**src/rtl/uart_pkg.sv**
```systemverilog
// -----------------------------------------------------------------------------
// uart_pkg
//   Shared definitions for the host-link UART (uart_rx and uart_tx).
//   Contents:
//     FRAME_BITS    data bits per character (8N1 framing)
//     uart_state_t  receiver/transmitter FSM state encoding
//     baud_max()    clk cycles per bit for a given clock and line rate
//     baud_half()   clk cycles per half bit (mid-bit sampling offset)
// -----------------------------------------------------------------------------
package uart_pkg;

    localparam int FRAME_BITS = 8;

    typedef enum logic [1:0] {
        IDLE  = 2'd0,
        START = 2'd1,
        DATA  = 2'd2,
        STOP  = 2'd3
    } uart_state_t;

    function automatic int baud_max(input int clk_freq, input int bps);
        return clk_freq / bps;
    endfunction

    function automatic int baud_half(input int clk_freq, input int bps);
        return baud_max(clk_freq, bps) / 2;
    endfunction

endpackage

```
**src/rtl/uart_rx_if.sv**
```systemverilog
// -----------------------------------------------------------------------------
// uart_rx_if
//   Groups the receiver's serial input and its byte-output path.
//   Signals:
//     rs232_rx   serial line, idle high, asynchronous to clk
//     po_data    last correctly framed byte (bit0 = first data bit)
//     po_flag    one-clk pulse when po_data has been updated
//     frame_err  one-clk pulse when the stop bit was sampled low
//   Modports:
//     master     the receiver (consumes rs232_rx, drives the byte outputs)
//     slave      the user side (drives rs232_rx, consumes the byte outputs)
// -----------------------------------------------------------------------------
interface uart_rx_if;
    import uart_pkg::*;

    logic                  rs232_rx;
    logic [FRAME_BITS-1:0] po_data;
    logic                  po_flag;
    logic                  frame_err;

    modport master (
        input  rs232_rx,
        output po_data,
        output po_flag,
        output frame_err
    );

    modport slave (
        output rs232_rx,
        input  po_data,
        input  po_flag,
        input  frame_err
    );

endinterface

```
**src/rtl/uart_rx_sync.sv**
```systemverilog
// -----------------------------------------------------------------------------
// uart_rx_sync
//   Two-flop synchronizer for the asynchronous serial line plus a third flop
//   used to detect falling edges of the synchronized signal.
//   Ports:
//     clk    system clock
//     rstn   asynchronous active-low reset; all flops reset to 1 (line idle)
//     din    raw serial input
//     dout   synchronized line level
//     fall   high for one cycle when dout goes 1 -> 0
// -----------------------------------------------------------------------------
module uart_rx_sync (
    input  logic clk,
    input  logic rstn,
    input  logic din,
    output logic dout,
    output logic fall
);

    logic rx_s1;
    logic rx_s2;
    logic rx_s3;

    // Resetting to 1 keeps a reset release from looking like a start edge.
    always_ff @(posedge clk or negedge rstn) begin
        if (!rstn) begin
            rx_s1 <= 1'b1;
            rx_s2 <= 1'b1;
            rx_s3 <= 1'b1;
        end else begin
            rx_s1 <= din;
            rx_s2 <= rx_s1;
            rx_s3 <= rx_s2;
        end
    end

    assign dout = rx_s2;
    assign fall = rx_s3 & ~rx_s2;

endmodule

```
**src/rtl/uart_rx.sv**
```systemverilog
// -----------------------------------------------------------------------------
// uart_rx
//   8N1 UART receiver, LSB first, idle-high line. Each correctly framed byte
//   is presented on po_data with a one-clk po_flag pulse; a low stop bit
//   raises a one-clk frame_err pulse and the byte is dropped.
//   Parameters:
//     UART_BPS   line rate in bit/s
//     CLK_FREQ   clk frequency in Hz
//   Ports:
//     clk        system clock
//     rstn       asynchronous active-low reset
//     bus        uart_rx_if.master (rs232_rx in; po_data/po_flag/frame_err out)
// -----------------------------------------------------------------------------
module uart_rx
    import uart_pkg::*;
#(
    parameter int UART_BPS = 9600,
    parameter int CLK_FREQ = 50_000_000
) (
    input  logic      clk,
    input  logic      rstn,
    uart_rx_if.master bus
);

    localparam int BAUD_MAX = baud_max(CLK_FREQ, UART_BPS);
    localparam int HALF     = baud_half(CLK_FREQ, UART_BPS);
    localparam int CNT_W    = $clog2(BAUD_MAX);
    localparam int BIT_W    = $clog2(FRAME_BITS);

    localparam logic [CNT_W-1:0] BAUD_LAST = CNT_W'(BAUD_MAX - 1);
    localparam logic [CNT_W-1:0] HALF_LAST = CNT_W'(HALF - 1);
    localparam logic [BIT_W-1:0] BIT_LAST  = BIT_W'(FRAME_BITS - 1);

    logic rx_s;
    logic rx_fall;

    uart_state_t           state,     state_nxt;
    logic [CNT_W-1:0]      baud_cnt,  baud_nxt;
    logic [BIT_W-1:0]      bit_cnt,   bit_nxt;
    logic [FRAME_BITS-1:0] shift_reg, shift_nxt;
    logic [FRAME_BITS-1:0] data_q,    data_nxt;
    logic                  flag_q,    flag_nxt;
    logic                  err_q,     err_nxt;

    uart_rx_sync u_sync (
        .clk  (clk),
        .rstn (rstn),
        .din  (bus.rs232_rx),
        .dout (rx_s),
        .fall (rx_fall)
    );

    // All receiver state is registered here; reset aborts any frame in flight.
    always_ff @(posedge clk or negedge rstn) begin
        if (!rstn) begin
            state     <= IDLE;
            baud_cnt  <= '0;
            bit_cnt   <= '0;
            shift_reg <= '0;
            data_q    <= '0;
            flag_q    <= 1'b0;
            err_q     <= 1'b0;
        end else begin
            state     <= state_nxt;
            baud_cnt  <= baud_nxt;
            bit_cnt   <= bit_nxt;
            shift_reg <= shift_nxt;
            data_q    <= data_nxt;
            flag_q    <= flag_nxt;
            err_q     <= err_nxt;
        end
    end

    // Next-state logic. Sampling happens at HALF into the start bit and then
    // every BAUD_MAX, i.e. at the middle of each bit. IDLE only leaves on a
    // falling edge, so a line held low after a framing error never re-triggers.
    always_comb begin
        state_nxt = state;
        baud_nxt  = baud_cnt;
        bit_nxt   = bit_cnt;
        shift_nxt = shift_reg;
        data_nxt  = data_q;
        flag_nxt  = 1'b0;
        err_nxt   = 1'b0;

        unique case (state)
            IDLE: begin
                baud_nxt = '0;
                if (rx_fall) begin
                    state_nxt = START;
                end
            end
            START: begin
                if (baud_cnt == HALF_LAST) begin
                    baud_nxt = '0;
                    bit_nxt  = '0;
                    state_nxt = rx_s ? IDLE : DATA;
                end else begin
                    baud_nxt = baud_cnt + CNT_W'(1);
                end
            end
            DATA: begin
                if (baud_cnt == BAUD_LAST) begin
                    baud_nxt  = '0;
                    shift_nxt = {rx_s, shift_reg[FRAME_BITS-1:1]};
                    if (bit_cnt == BIT_LAST) begin
                        state_nxt = STOP;
                    end else begin
                        bit_nxt = bit_cnt + BIT_W'(1);
                    end
                end else begin
                    baud_nxt = baud_cnt + CNT_W'(1);
                end
            end
            STOP: begin
                if (baud_cnt == BAUD_LAST) begin
                    baud_nxt  = '0;
                    state_nxt = IDLE;
                    if (rx_s) begin
                        data_nxt = shift_reg;
                        flag_nxt = 1'b1;
                    end else begin
                        err_nxt = 1'b1;
                    end
                end else begin
                    baud_nxt = baud_cnt + CNT_W'(1);
                end
            end
            default: begin
                state_nxt = IDLE;
            end
        endcase
    end

    assign bus.po_data   = data_q;
    assign bus.po_flag   = flag_q;
    assign bus.frame_err = err_q;

endmodule

```
**src/flat_wrapper.sv**
```systemverilog
// flat-port wrapper written by rule: the top's interface ports become plain ports
module uart_rx_flat import uart_pkg::*;
#(
    parameter int UART_BPS = 9600,
    parameter int CLK_FREQ = 50_000_000
)
  (clk, rstn, bus_rs232_rx, bus_po_data, bus_po_flag, bus_frame_err);
  uart_rx_if bus_i ();
  input  logic clk;
  input  logic rstn;
  input wire logic [$bits(bus_i.rs232_rx)-1:0] bus_rs232_rx;
  output wire logic [$bits(bus_i.po_data)-1:0] bus_po_data;
  output wire logic [$bits(bus_i.po_flag)-1:0] bus_po_flag;
  output wire logic [$bits(bus_i.frame_err)-1:0] bus_frame_err;
  assign bus_i.rs232_rx = bus_rs232_rx;
  assign bus_po_data = bus_i.po_data;
  assign bus_po_flag = bus_i.po_flag;
  assign bus_frame_err = bus_i.frame_err;
  uart_rx #(.UART_BPS(UART_BPS), .CLK_FREQ(CLK_FREQ)) u_core (.clk(clk), .rstn(rstn), .bus(bus_i));
endmodule
```
**config.mk**
```make
export PLATFORM = sky130hd
export DESIGN_NAME = uart_rx_flat
export DESIGN_NICKNAME = d
export VERILOG_FILES = /design/src/rtl/uart_pkg.sv /design/src/rtl/uart_rx_if.sv /design/src/rtl/uart_rx_sync.sv /design/src/rtl/uart_rx.sv /design/src/flat_wrapper.sv
export SDC_FILE = /design/constraint.sdc
export NUM_CORES = 1
export LEC_CHECK = 0
export BUFFER_PORTS_ARGS = -buffer_cell sky130_fd_sc_hd__buf_2
export CORE_MARGIN = 4
export CORE_UTILIZATION = 63
export DETAILED_ROUTE_END_ITERATION = 10
export GPL_ROUTABILITY_DRIVEN = 0
export PLACE_DENSITY = 0.83
export SLEW_MARGIN = 20
export SYNTH_ARGS = -nofsm -noshare
export SYNTH_HDL_FRONTEND = slang
export SYNTH_HIERARCHICAL = 1
export SYNTH_SLANG_ARGS = --single-unit
```
**constraint.sdc**
```tcl
create_clock -name clk -period 3.1 [get_ports clk]
set_clock_uncertainty 0.05 [all_clocks]
set_input_delay 0.62 -clock clk [delete_from_list [all_inputs] [get_ports clk]]
set_output_delay 0.62 -clock clk [all_outputs]
set_load 0.05 [all_outputs]
```
==> summary.txt <==
Critical path
  – Critical path launch point type: flip-flop
  – Critical path's slowest cell: dfrtp_1
  – Crit-path max cell delay: around 410 ps
  – Crit Path Class: reg -> reg
  – Worst-path cell chain: ha_1, and4bb_2, nand4_4, nor2_8, mux2_2
  – Crit path max fanout: 9
  – Delay-heaviest family, CP: simple AND/OR/NAND/NOR gates
  – CP arrival: 2150 ps
  – CP Capture Type: flip-flop
  – WP buf/inv: 0
  – Worst endpoint required time: roughly 3300 ps

Min path
  – Worst Hold Class: in -> async

Layout
  – Largest register FFs: 13
  – Antenna cells: 0
  – Nets: 162
  – # fillers: 173
  – Layout cells sized above 1: 30.57%
  – Area Overhead vs Synth: 9.648%
  – Final core utilization: between 70% and 80%

STA
  – Final WS setup: 1131 ps
  – Final Hold Fails: 0
  – Final Cycle Share: 63.51%
  – RSZ-0062 raised after global routing: false
  – Minimum hold slack: 298.7 ps
  – Slew Limit Fails: 0
  – Final Critical Period: between 1500 and 2000 ps
  – Final TNS setup: 0 ps
  – Tightest Pin Transition: around 790 ps
  – Max Freq: 507.9 MHz
  – Slew HR: 47.01%
  – Final setup violation count: 0

Synth
  – Most instantiated library cell after synthesis: dfrtp_1
  – Synth cell count leaders: 36 x dfrtp_1, 17 x nor2_1, 16 x mux2_2, 8 x nand3_1, 8 x xnor2_1
  – Synth Area in Compound Gates: 2.535%
  – Share of the synthesized area in the top cell type: 50.70%
  – FFs w/ async S/R, synth: 100.0%
  – Post-synthesis adder-cell area fraction: 2.113%
  – Register area share after synthesis: 55.14%
  – Post-synthesis xor/xnor area fraction: 5.423%
  – Synth area leaders: dfrtp_1 51%, mux2_2 10%, dfstp_2 4.4%
  – Mux cell area share after synthesis: roughly an eighth
  – Average size of a mapped cell: 12.60 µm²
  – Ys flop type: dfrtp_1
  – Syn. warnings: 6
  – Syn nets: 147
  – Synth unique cells: 34
  – Post-synth top area cell: dfrtp_1
  – Synthesized cell area: 1777 µm²
  – Post-synth EDFFs: 0
  – Syn Inst Count: 141
  – Simple-gate share of the synthesized area: 20.35%
  – Main combinational cell family by area after synthesis: simple AND/OR/NAND/NOR gates
  – #FFs+latches synth: 39

Drt
  – Final wirelength: 2.796 mm
  – Via/cell ratio: between 5 and 6
  – Initial DRC count: 20
  – # DRC: 0
  – Routed wire length per instance: 14.95 µm
  – Post-route ant nets: 0
  – Routed vias: 1075
  – DR pass1 iterations: 4

Global route
  – Gr usage total: 18.12%
  – GR Overflow Total: 0
  – First-pass GRT wire length: 4.809 mm
  – Initial antenna violation count: 0
  – Vias in the first global route: 1080
  – Largest net degree at the start of global routing: 40

Die
  – Floorplan core area: 2590 µm²
  – Initial Util: 68.60%
  – Chip Width: ~61 µm
  – Num rows: 18
  – Die area: 3734 µm²
  – I/O Pins: 13
  – Die Ht: 61.11 µm

Clock tree
  – CTS H-tree lvls: 2
  – Postcts setup bufs: 0
  – Total clock sinks: 39
  – CTS tree: done
  – # hold bufs at CTS: 0
  – Clock Tree Root: clkbuf_4
  – CTS buffer count: 5
  – Worst-Skew Late Latency: 340 ps
  – CTS max path bufs: 2
  – CTS resizes: 0
  – Reg clk slew, reported paths: 110 ps

Placement
  – Detailed placer's ending HPWL: approximately 2.0 mm
  – Port-buffer cells: 12
  – Post-place setup slack: ~1100 ps

Flow run
  – Max Cap Violations: 0

Status
  – Status: completed

Power
  – Peak VDD IR: 0.5143 mV
  – PD cells: 575.7 nW/µm²
  – LEAKAGE: just under 1 nW
cells in the final DEF (no fill, tap or decap), drive strengths merged, types with 2 or more instances in the layout:
cell type | Yosys | routed
dfrtp | 36 | 36
nor2 | 19 | 19
mux2 | 16 | 16
buf | 3 | 12
nand3 | 8 | 8
xnor2 | 8 | 8
clkbuf | 1 | 6
inv | 5 | 5
nand2 | 5 | 5
nor4 | 4 | 4
and4bb | 3 | 3
xor2 | 3 | 3
o21ai | 3 | 3
mux2i | 3 | 3
ha | 3 | 3
dfstp | 3 | 3
nor2b | 3 | 3
nand4 | 3 | 3
bufinv | 0 | 2
and3 | 2 | 2
nor3 | 2 | 2
cell type report:
cell class	instances	area (µm²)	share of cell area, %
sequential	39	979.7	50.29
multi-input combinational	93	750.7	38.54
clock inverter	2	60.06	3.083
timing repair buffer	12	60.06	3.083
clock buffer	6	41.29	2.119
tap	30	37.54	1.927
inverter	5	18.77	0.9634
worst paths after layout:
check | from | to | slack [ps] | cells after the start
max in group asynchronous | rstn | u_core/bus.po_data[3] | 2200 | 1
min in group clk | bus_rs232_rx | u_core/u_sync/rx_s1 | 310 | 1
min | rstn | u_core/bus.frame_err | 300 | 1
min reg2reg | u_core/u_sync/rx_s1 | u_core/u_sync/dout | 310 | 0
max | u_core/baud_cnt[0] | u_core/bus.po_data[3] | 1130 | 5
max reg2reg | u_core/baud_cnt[0] | u_core/bus.po_data[3] | 1130 | 5
through the flow:
stage / cells / power (W) / instance area, µm²
after floorplan: 141 / 0.0006920 / 1777
after global placement: 179 / 0.0007082 / 1847
after detailed placement: 179 / 0.0007180 / 1847
after CTS: 187 / 0.001134 / 1948
after global routing: 187 / 0.001177 / 1948
final: 187 / 0.001122 / 1948
worst reg2reg max path, stage by stage (launching register included):
cell and delay [ps]:
dfrtp_1 410, ha_1 250, and4bb_2 320, nand4_4 220, nor2_8 260, mux2_2 360
where the power goes:
group / switching, W / total (W) / internal (W)
sequential: 0.0000541 / 0.000599 / 0.000545
combinational: 0.0000629 / 0.000111 / 0.0000482
clock: 0.000160 / 0.000411 / 0.000252
kinds of logic (layout without fill, tap and decap cells):
group	Yosys count	count (layout)
DFF	39	39
AOI/OAI and AO/OA	6	6
buffers and inverters	9	25
and+or+nand+nor	54	54
xor gates and xnor gates	11	11
muxes	19	19
adders and majority gates	3	3
metal layers:
layer / vias to the layer above / track usage, % / wire length [µm]
met5: - / 0 / 0
met4: 0 / 10.22 / 86
met3: 11 / 5.241 / 108
met2: 18 / 27.49 / 1352
met1: 519 / 23.26 / 1248
li1: 527 / - / -
Power figures use the tool's default switching activity.
